--- src/rtl/aging_alarm_gen.sv ---
// Windowed timing-error rate monitor: counts synchronized rising edges from the
// shadow-register comparators per window and drives a hysteretic aging alarm.
module aging_alarm_gen #(
    parameter int CLK_FREQ      = 20000000,
    parameter int WINDOW_CYCLES = CLK_FREQ / 10,
    parameter int NUM_SENSORS   = 4,
    parameter int SET_THRESH    = 16,
    parameter int CLR_THRESH    = 4,
    parameter int SET_WINDOWS   = 2,
    parameter int CLR_WINDOWS   = 4
) (
    input  logic                   clk,
    input  logic                   rst,
    input  logic [NUM_SENSORS-1:0] err_i,
    input  logic                   enable_i,
    input  logic                   clear_i,
    output logic                   aging_alarm,
    output logic [15:0]            err_count_o,
    output logic                   count_valid_o,
    output logic                   sticky_o
);

    localparam int WIN_W    = $clog2(WINDOW_CYCLES);
    localparam int INC_W    = $clog2(NUM_SENSORS + 1);
    localparam int MAX_WIN  = (SET_WINDOWS > CLR_WINDOWS) ? SET_WINDOWS : CLR_WINDOWS;
    localparam int STREAK_W = $clog2(MAX_WIN + 1);

    localparam logic [WIN_W-1:0]    WIN_LAST   = WIN_W'(WINDOW_CYCLES - 1);
    localparam logic [STREAK_W-1:0] SET_STREAK = STREAK_W'(SET_WINDOWS);
    localparam logic [STREAK_W-1:0] CLR_STREAK = STREAK_W'(CLR_WINDOWS);
    localparam logic [STREAK_W-1:0] STREAK_ONE = STREAK_W'(1);
    localparam logic [15:0]         SET_T      = 16'(SET_THRESH);
    localparam logic [15:0]         CLR_T      = 16'(CLR_THRESH);

    typedef enum logic [1:0] {
        ST_OK       = 2'd0,
        ST_PEND_SET = 2'd1,
        ST_ALARM    = 2'd2,
        ST_PEND_CLR = 2'd3
    } state_t;

    logic [NUM_SENSORS-1:0] edge_w;

    // prev starts at 0, so a level already high at reset release counts once
    genvar gi;
    generate
        for (gi = 0; gi < NUM_SENSORS; gi++) begin : g_sync
            logic sync1_reg;
            logic sync2_reg;
            logic prev_reg;

            always_ff @(posedge clk) begin
                if (rst) begin
                    sync1_reg <= 1'b0;
                    sync2_reg <= 1'b0;
                    prev_reg  <= 1'b0;
                end else begin
                    sync1_reg <= err_i[gi];
                    sync2_reg <= sync1_reg;
                    prev_reg  <= sync2_reg;
                end
            end

            assign edge_w[gi] = sync2_reg & ~prev_reg;
        end
    endgenerate

    logic [INC_W-1:0] inc_w;
    always_comb begin
        inc_w = '0;
        for (int i = 0; i < NUM_SENSORS; i++) begin
            inc_w = inc_w + INC_W'(edge_w[i]);
        end
    end

    logic [WIN_W-1:0]    win_cnt_reg;
    logic [15:0]         acc_reg;
    logic [16:0]         sum_w;
    logic [15:0]         total_w;
    logic                win_close_w;
    state_t              state_reg, state_next;
    logic [STREAK_W-1:0] streak_reg, streak_next, streak_inc_w;
    logic                enter_alarm_w;

    assign sum_w         = {1'b0, acc_reg} + 17'(inc_w);
    assign total_w       = sum_w[16] ? 16'hFFFF : sum_w[15:0];
    assign win_close_w   = enable_i && (win_cnt_reg == WIN_LAST);
    assign streak_inc_w  = streak_reg + STREAK_ONE;
    assign enter_alarm_w = (state_next == ST_ALARM) && (state_reg != ST_ALARM);

    always_comb begin
        state_next  = state_reg;
        streak_next = streak_reg;
        if (win_close_w) begin
            case (state_reg)
                ST_OK: begin
                    if (total_w >= SET_T) begin
                        if (SET_WINDOWS == 1) begin
                            state_next = ST_ALARM;
                        end else begin
                            state_next  = ST_PEND_SET;
                            streak_next = STREAK_ONE;
                        end
                    end
                end
                ST_PEND_SET: begin
                    if (total_w >= SET_T) begin
                        if (streak_inc_w == SET_STREAK) begin
                            state_next  = ST_ALARM;
                            streak_next = '0;
                        end else begin
                            streak_next = streak_inc_w;
                        end
                    end else begin
                        state_next  = ST_OK;
                        streak_next = '0;
                    end
                end
                ST_ALARM: begin
                    if (total_w <= CLR_T) begin
                        if (CLR_WINDOWS == 1) begin
                            state_next = ST_OK;
                        end else begin
                            state_next  = ST_PEND_CLR;
                            streak_next = STREAK_ONE;
                        end
                    end
                end
                ST_PEND_CLR: begin
                    if (total_w <= CLR_T) begin
                        if (streak_inc_w == CLR_STREAK) begin
                            state_next  = ST_OK;
                            streak_next = '0;
                        end else begin
                            streak_next = streak_inc_w;
                        end
                    end else begin
                        state_next  = ST_ALARM;
                        streak_next = '0;
                    end
                end
                default: begin
                    state_next  = ST_OK;
                    streak_next = '0;
                end
            endcase
        end
    end

    always_ff @(posedge clk) begin
        if (rst) begin
            win_cnt_reg   <= '0;
            acc_reg       <= '0;
            err_count_o   <= '0;
            count_valid_o <= 1'b0;
            state_reg     <= ST_OK;
            streak_reg    <= '0;
            aging_alarm   <= 1'b0;
            sticky_o      <= 1'b0;
        end else begin
            count_valid_o <= 1'b0;
            if (!enable_i) begin
                win_cnt_reg <= '0;
                acc_reg     <= '0;
            end else if (win_close_w) begin
                win_cnt_reg   <= '0;
                acc_reg       <= '0;
                err_count_o   <= total_w;
                count_valid_o <= 1'b1;
            end else begin
                win_cnt_reg <= win_cnt_reg + WIN_W'(1);
                acc_reg     <= total_w;
            end
            state_reg   <= state_next;
            streak_reg  <= streak_next;
            aging_alarm <= (state_next == ST_ALARM) || (state_next == ST_PEND_CLR);
            // a new alarm entry beats a simultaneous software clear
            if (enter_alarm_w) begin
                sticky_o <= 1'b1;
            end else if (clear_i) begin
                sticky_o <= 1'b0;
            end
        end
    end

endmodule
--- config.mk ---
export PLATFORM = sky130hd
export DESIGN_NAME = aging_alarm_gen
export DESIGN_NICKNAME = d
export VERILOG_FILES = /design/src/rtl/aging_alarm_gen.sv
export SDC_FILE = /design/constraint.sdc
export NUM_CORES = 1
export LEC_CHECK = 0
export ABC_CLOCK_PERIOD_IN_PS = 11310
export CAP_MARGIN = 0
export CELL_PAD_IN_SITES_DETAIL_PLACEMENT = 2
export CELL_PAD_IN_SITES_GLOBAL_PLACEMENT = 2
export CORE_AREA = 3 3 97 99
export DETAILED_ROUTE_END_ITERATION = 6
export DIE_AREA = 0 0 100 102
export GPL_TIMING_DRIVEN = 0
export PLACE_DENSITY_LB_ADDON = 0.1
export SLEW_MARGIN = 0
export SYNTH_ARGS = -nofsm -noshare
export SYNTH_HDL_FRONTEND = slang
export SYNTH_SLANG_ARGS = --single-unit
export TNS_END_PERCENT = 30
--- constraint.sdc ---
create_clock -name clk -period 11.31 [get_ports clk]
set_input_delay 2.262 -clock clk [delete_from_list [all_inputs] [get_ports clk]]
set_output_delay 2.262 -clock clk [all_outputs]
set_load 0.005 [all_outputs]
==> summary.md <==
The flow ran to the end, and the final reports show no timing, DRC or antenna violations. Static timing analysis puts the maximum clock frequency at 220 MHz. The worst setup timing slack at the placement stage came out at 6.37 ns.

Counting flops with a built-in enable in the synthesized netlist gives 0. In this run, the clock network consumes 39.6% of the power. The tools report the setup slack after layout as 6.76 ns.

The count of final max-slew check failures is 0. Of all flip-flops after synthesis, the portion carrying an async set or reset was 0%. The worst-case register-to-register setup slack was 7.05 ns. The run gives 34 as the placement row count. Combinational logic is responsible for 3.6% of the overall power.

The number of antenna violations at the first check in global routing was 0; the worst slew margin relative to its limit was 61.1%. In this run the number of H-tree levels came out at 3. Via count normalized by instance count: 5.45.

The first global-routing pass estimated 16.1 mm of wire. The worst path needs 4.55 ns of the cycle, external delays included. Summed over all failing endpoints, the final setup total negative slack is 0 ns. The number of gates given a new drive strength after cts was 0; the share of final-layout standard cells stronger than drive strength 1 was 10.5%. The largest incremental delay on the critical path is 0.50 ns. Entering global routing, the biggest net connects 12 pins. For the die area, the log shows 10200 um^2. After clock tree synthesis, the clock-pin slew on the worst setup and hold paths is 0.08 ns.

The tool flagged a number of max-cap violations equal to 0. The cell taking the most area after synthesis was sky130_fd_sc_hd__dfxtp_1. The number of standard cells after synthesis is 377, and the number of hold-slack violations in the final timing report is 0.

Dividing the synthesized area by the synthesized cell count gives 8.92 um^2. The floorplan die width is 100 um, and the starting density of the core is 38.9%. Setup violations remaining at the end of the flow were counted as 0.

Setup repair after global routing left no endpoint under its margin. The detailed router finished its first iteration with 122 violations. Hold repair after CTS inserted 0 buffers.

Number of synthesized register bits: 73. For this run, the total global-route usage over all layers was measured as 20.4%. The commonest cells after synthesis are sky130_fd_sc_hd__dfxtp_1, sky130_fd_sc_hd__nor2_1, sky130_fd_sc_hd__nand2_1. At the pin with the least slew margin, the transition time is 0.583 ns. After global routing the overflow that remains totals 0. From synthesis to final layout, the design area changed by 16.4%. Critical path capture point type: a flop. For the post-CTS setup-driven buffer insertion count, the log shows 0. The logs give 11.53 ns for the critical path data required time and 430 for the final layout net count. After detailed routing, the total wire length is 9.56 mm. TritonCTS built the clock tree.

The logs give 3360 um^2 for the netlist area before placement and 27 for the boundary pin count. Across the routed clock network, the largest skew measured is 0.0108 ns. The critical path goes through clkdlybuf4s50_1 > nand2_1 > nor4_1 > nand4_1 > nand2b_1 > clkbuf_1 > clkbuf_1 > nor2_1.

Largest voltage drop on the vdd net: 0.0000472 V. The switching portion of total power came out at 24.8%. The routed layout has 2872 vias.

The HPWL after detailed placement is 6.91 mm. After floorplanning, the core was sized to cover 8640 um^2. For the final standard cell utilization of the core, the log shows 45.3%.

The logs give 0 for the post-detailed-route count of antenna-violating nets and 9 for the number of buffers inserted during clock tree synthesis. Yosys attributes the largest share of cell area to sky130_fd_sc_hd__dfxtp_1, sky130_fd_sc_hd__nor2_1, sky130_fd_sc_hd__xor2_1. The total clock sinks is 73.

The tools report the maximum buffer depth of the clock tree as 2. The Yosys step of the flow raised 0 warnings. 0 antenna diodes ended up in the layout. The internal power of the cells totals 0.344 mW. Sequential cells burn 56.9% of the power.

The tools report the clock tree root buffer cell as sky130_fd_sc_hd__clkbuf_8. The proportion of netlist area held by the largest area contributor is 43.5%, and the overall die height is 102 um. For the synthesized net count, the log shows 393. The clock latency reported for the late side of the worst-skew pair was 0.35 ns; the detailed-routing iteration count for the pre-antenna-repair pass was 4. The register with the most flip-flops in the layout has 21 of them.

The tools report the leakage power as 1.33 nW. Commonest register cell after synthesis: sky130_fd_sc_hd__dfxtp_1. The slowest stage of the critical path belongs to the cell sky130_fd_sc_hd__clkdlybuf4s50_1. The routed length per instance works out to 18.1 um. For this design the ratio of total power to cell area is 117 nW/um^2. The worst setup path is launched from an input port. Data arrives at the worst endpoint at 4.78 ns. The maximum net fanout on the critical path was 10; the final worst hold slack was 0.454 ns.

For this run, the register share of the synthesized area comes to 43.5%. By instance count, the cell type seen most on the critical path is sky130_fd_sc_hd__clkbuf_1. Yosys mapped the design onto 54 distinct sky130hd cell types. The critical path is of the input port to flop type.

The number of input and output port buffers inserted is 26. The class of the most critical hold timing path was flop to flop. At the end of routability-driven placement, the weighted congestion stood at 0.842.

The logs give 3108 for the via count of the first global-routing pass and 0 for the final routed DRC violation total. The fraction of the cycle the final worst path needs is 40.2%. For this design the total switching power over the nets is 0.114 mW.
## logic make-up after synthesis
logic type,count (synthesis),synth area share [%]
AO/OA/AOI/OAI,54,11.4
XOR/XNOR,26,6.77
adder cells (fa/ha/maj),8,3.65
buffers and inverters,29,4.35
flip-flops,73,43.5
multiplexers,4,1.23
AND/OR/NAND/NOR,183,29.2
## through the flow
| stage | instances | power [mW] | area [um^2] |
|---|---|---|---|
| 2_1_floorplan | 377 | 0.276 | 3360 |
| 3_3_place_gp | 511 | 0.282 | 3760 |
| 3_5_place_dp | 511 | 0.283 | 3760 |
| 4_1_cts | 527 | 0.463 | 3910 |
| 5_1_grt | 527 | 0.478 | 3910 |
| 6_report | 527 | 0.458 | 3910 |
## power by group through the flow
stage | registers [mW] | clock network, mW | logic, mW
global route | 0.261 | 0.199 | 0.0183
CTS | 0.260 | 0.186 | 0.0168
finish | 0.260 | 0.181 | 0.0163
global placement | 0.266 | 0 | 0.0158
floorplan | 0.266 | 0 | 0.00968
detailed placement | 0.266 | 0 | 0.0165
## routing by layer
| layer | vias up | GRT usage, % | part of all wire [%] |
|---|---|---|---|
| met3 | 17 | 4.57 | 2.9 |
| met5 | - | 0 | 0 |
| met1 | 1431 | 24.4 | 43 |
| met4 | 0 | 6.42 | 1.9 |
| li1 | 1380 | - | - |
| met2 | 44 | 36.4 | 52 |
## path summary, 6_finish.rpt
| path | from | end | depth (start not counted) |
|---|---|---|---|
| setup / recovery | enable_i | acc_reg[14] | 8 |
| hold / removal | g_sync[3].sync1_reg | g_sync[3].sync2_reg | 1 |
| setup reg to reg | g_sync[0].prev_reg | state_reg[0] | 13 |
| hold reg to reg | g_sync[3].sync1_reg | g_sync[3].sync2_reg | 1 |
## cell usage in the layout (no fill, tap or decap), types with 4 or more instances in the layout
cell                              Yosys  layout
sky130_fd_sc_hd__a211oi_1             8       8
sky130_fd_sc_hd__a21oi_1             14      14
sky130_fd_sc_hd__a31oi_1              6       6
sky130_fd_sc_hd__and3_1               5       5
sky130_fd_sc_hd__buf_6                4       4
sky130_fd_sc_hd__clkbuf_1            12      15
sky130_fd_sc_hd__clkbuf_8             0       9
sky130_fd_sc_hd__clkdlybuf4s50_1      0      26
sky130_fd_sc_hd__clkinv_2             0       4
sky130_fd_sc_hd__dfxtp_1             73      73
sky130_fd_sc_hd__ha_1                 5       5
sky130_fd_sc_hd__inv_1               10      10
sky130_fd_sc_hd__nand2_1             21      21
sky130_fd_sc_hd__nand2b_1             6       6
sky130_fd_sc_hd__nand3_1             18      18
sky130_fd_sc_hd__nand4_1             12      12
sky130_fd_sc_hd__nor2_1              73      73
sky130_fd_sc_hd__nor2b_1             16      16
sky130_fd_sc_hd__nor3_1               4       4
sky130_fd_sc_hd__o21ai_0              7       7
sky130_fd_sc_hd__xnor2_1             11      11
sky130_fd_sc_hd__xor2_1              15      15
## layout make-up
class                           count  area (um^2)
Fill cell                         980         4720
Tap cell                          108          135
Clock buffer                       12          135
Multi-Input combinational cell    275         1750
Buffer                             19          109
Inverter                           10         37.5
Timing Repair Buffer               26          260
Sequential cell                    73         1460
Clock inverter                      4         20.0
## worst max-delay path, delay by kind of cell
kind / cells / cell delay (ns)
and+or+nand+nor: 5 / 1.09
buffers and inverters: 3 / 1.41
(Power assumes the default switching activity.)
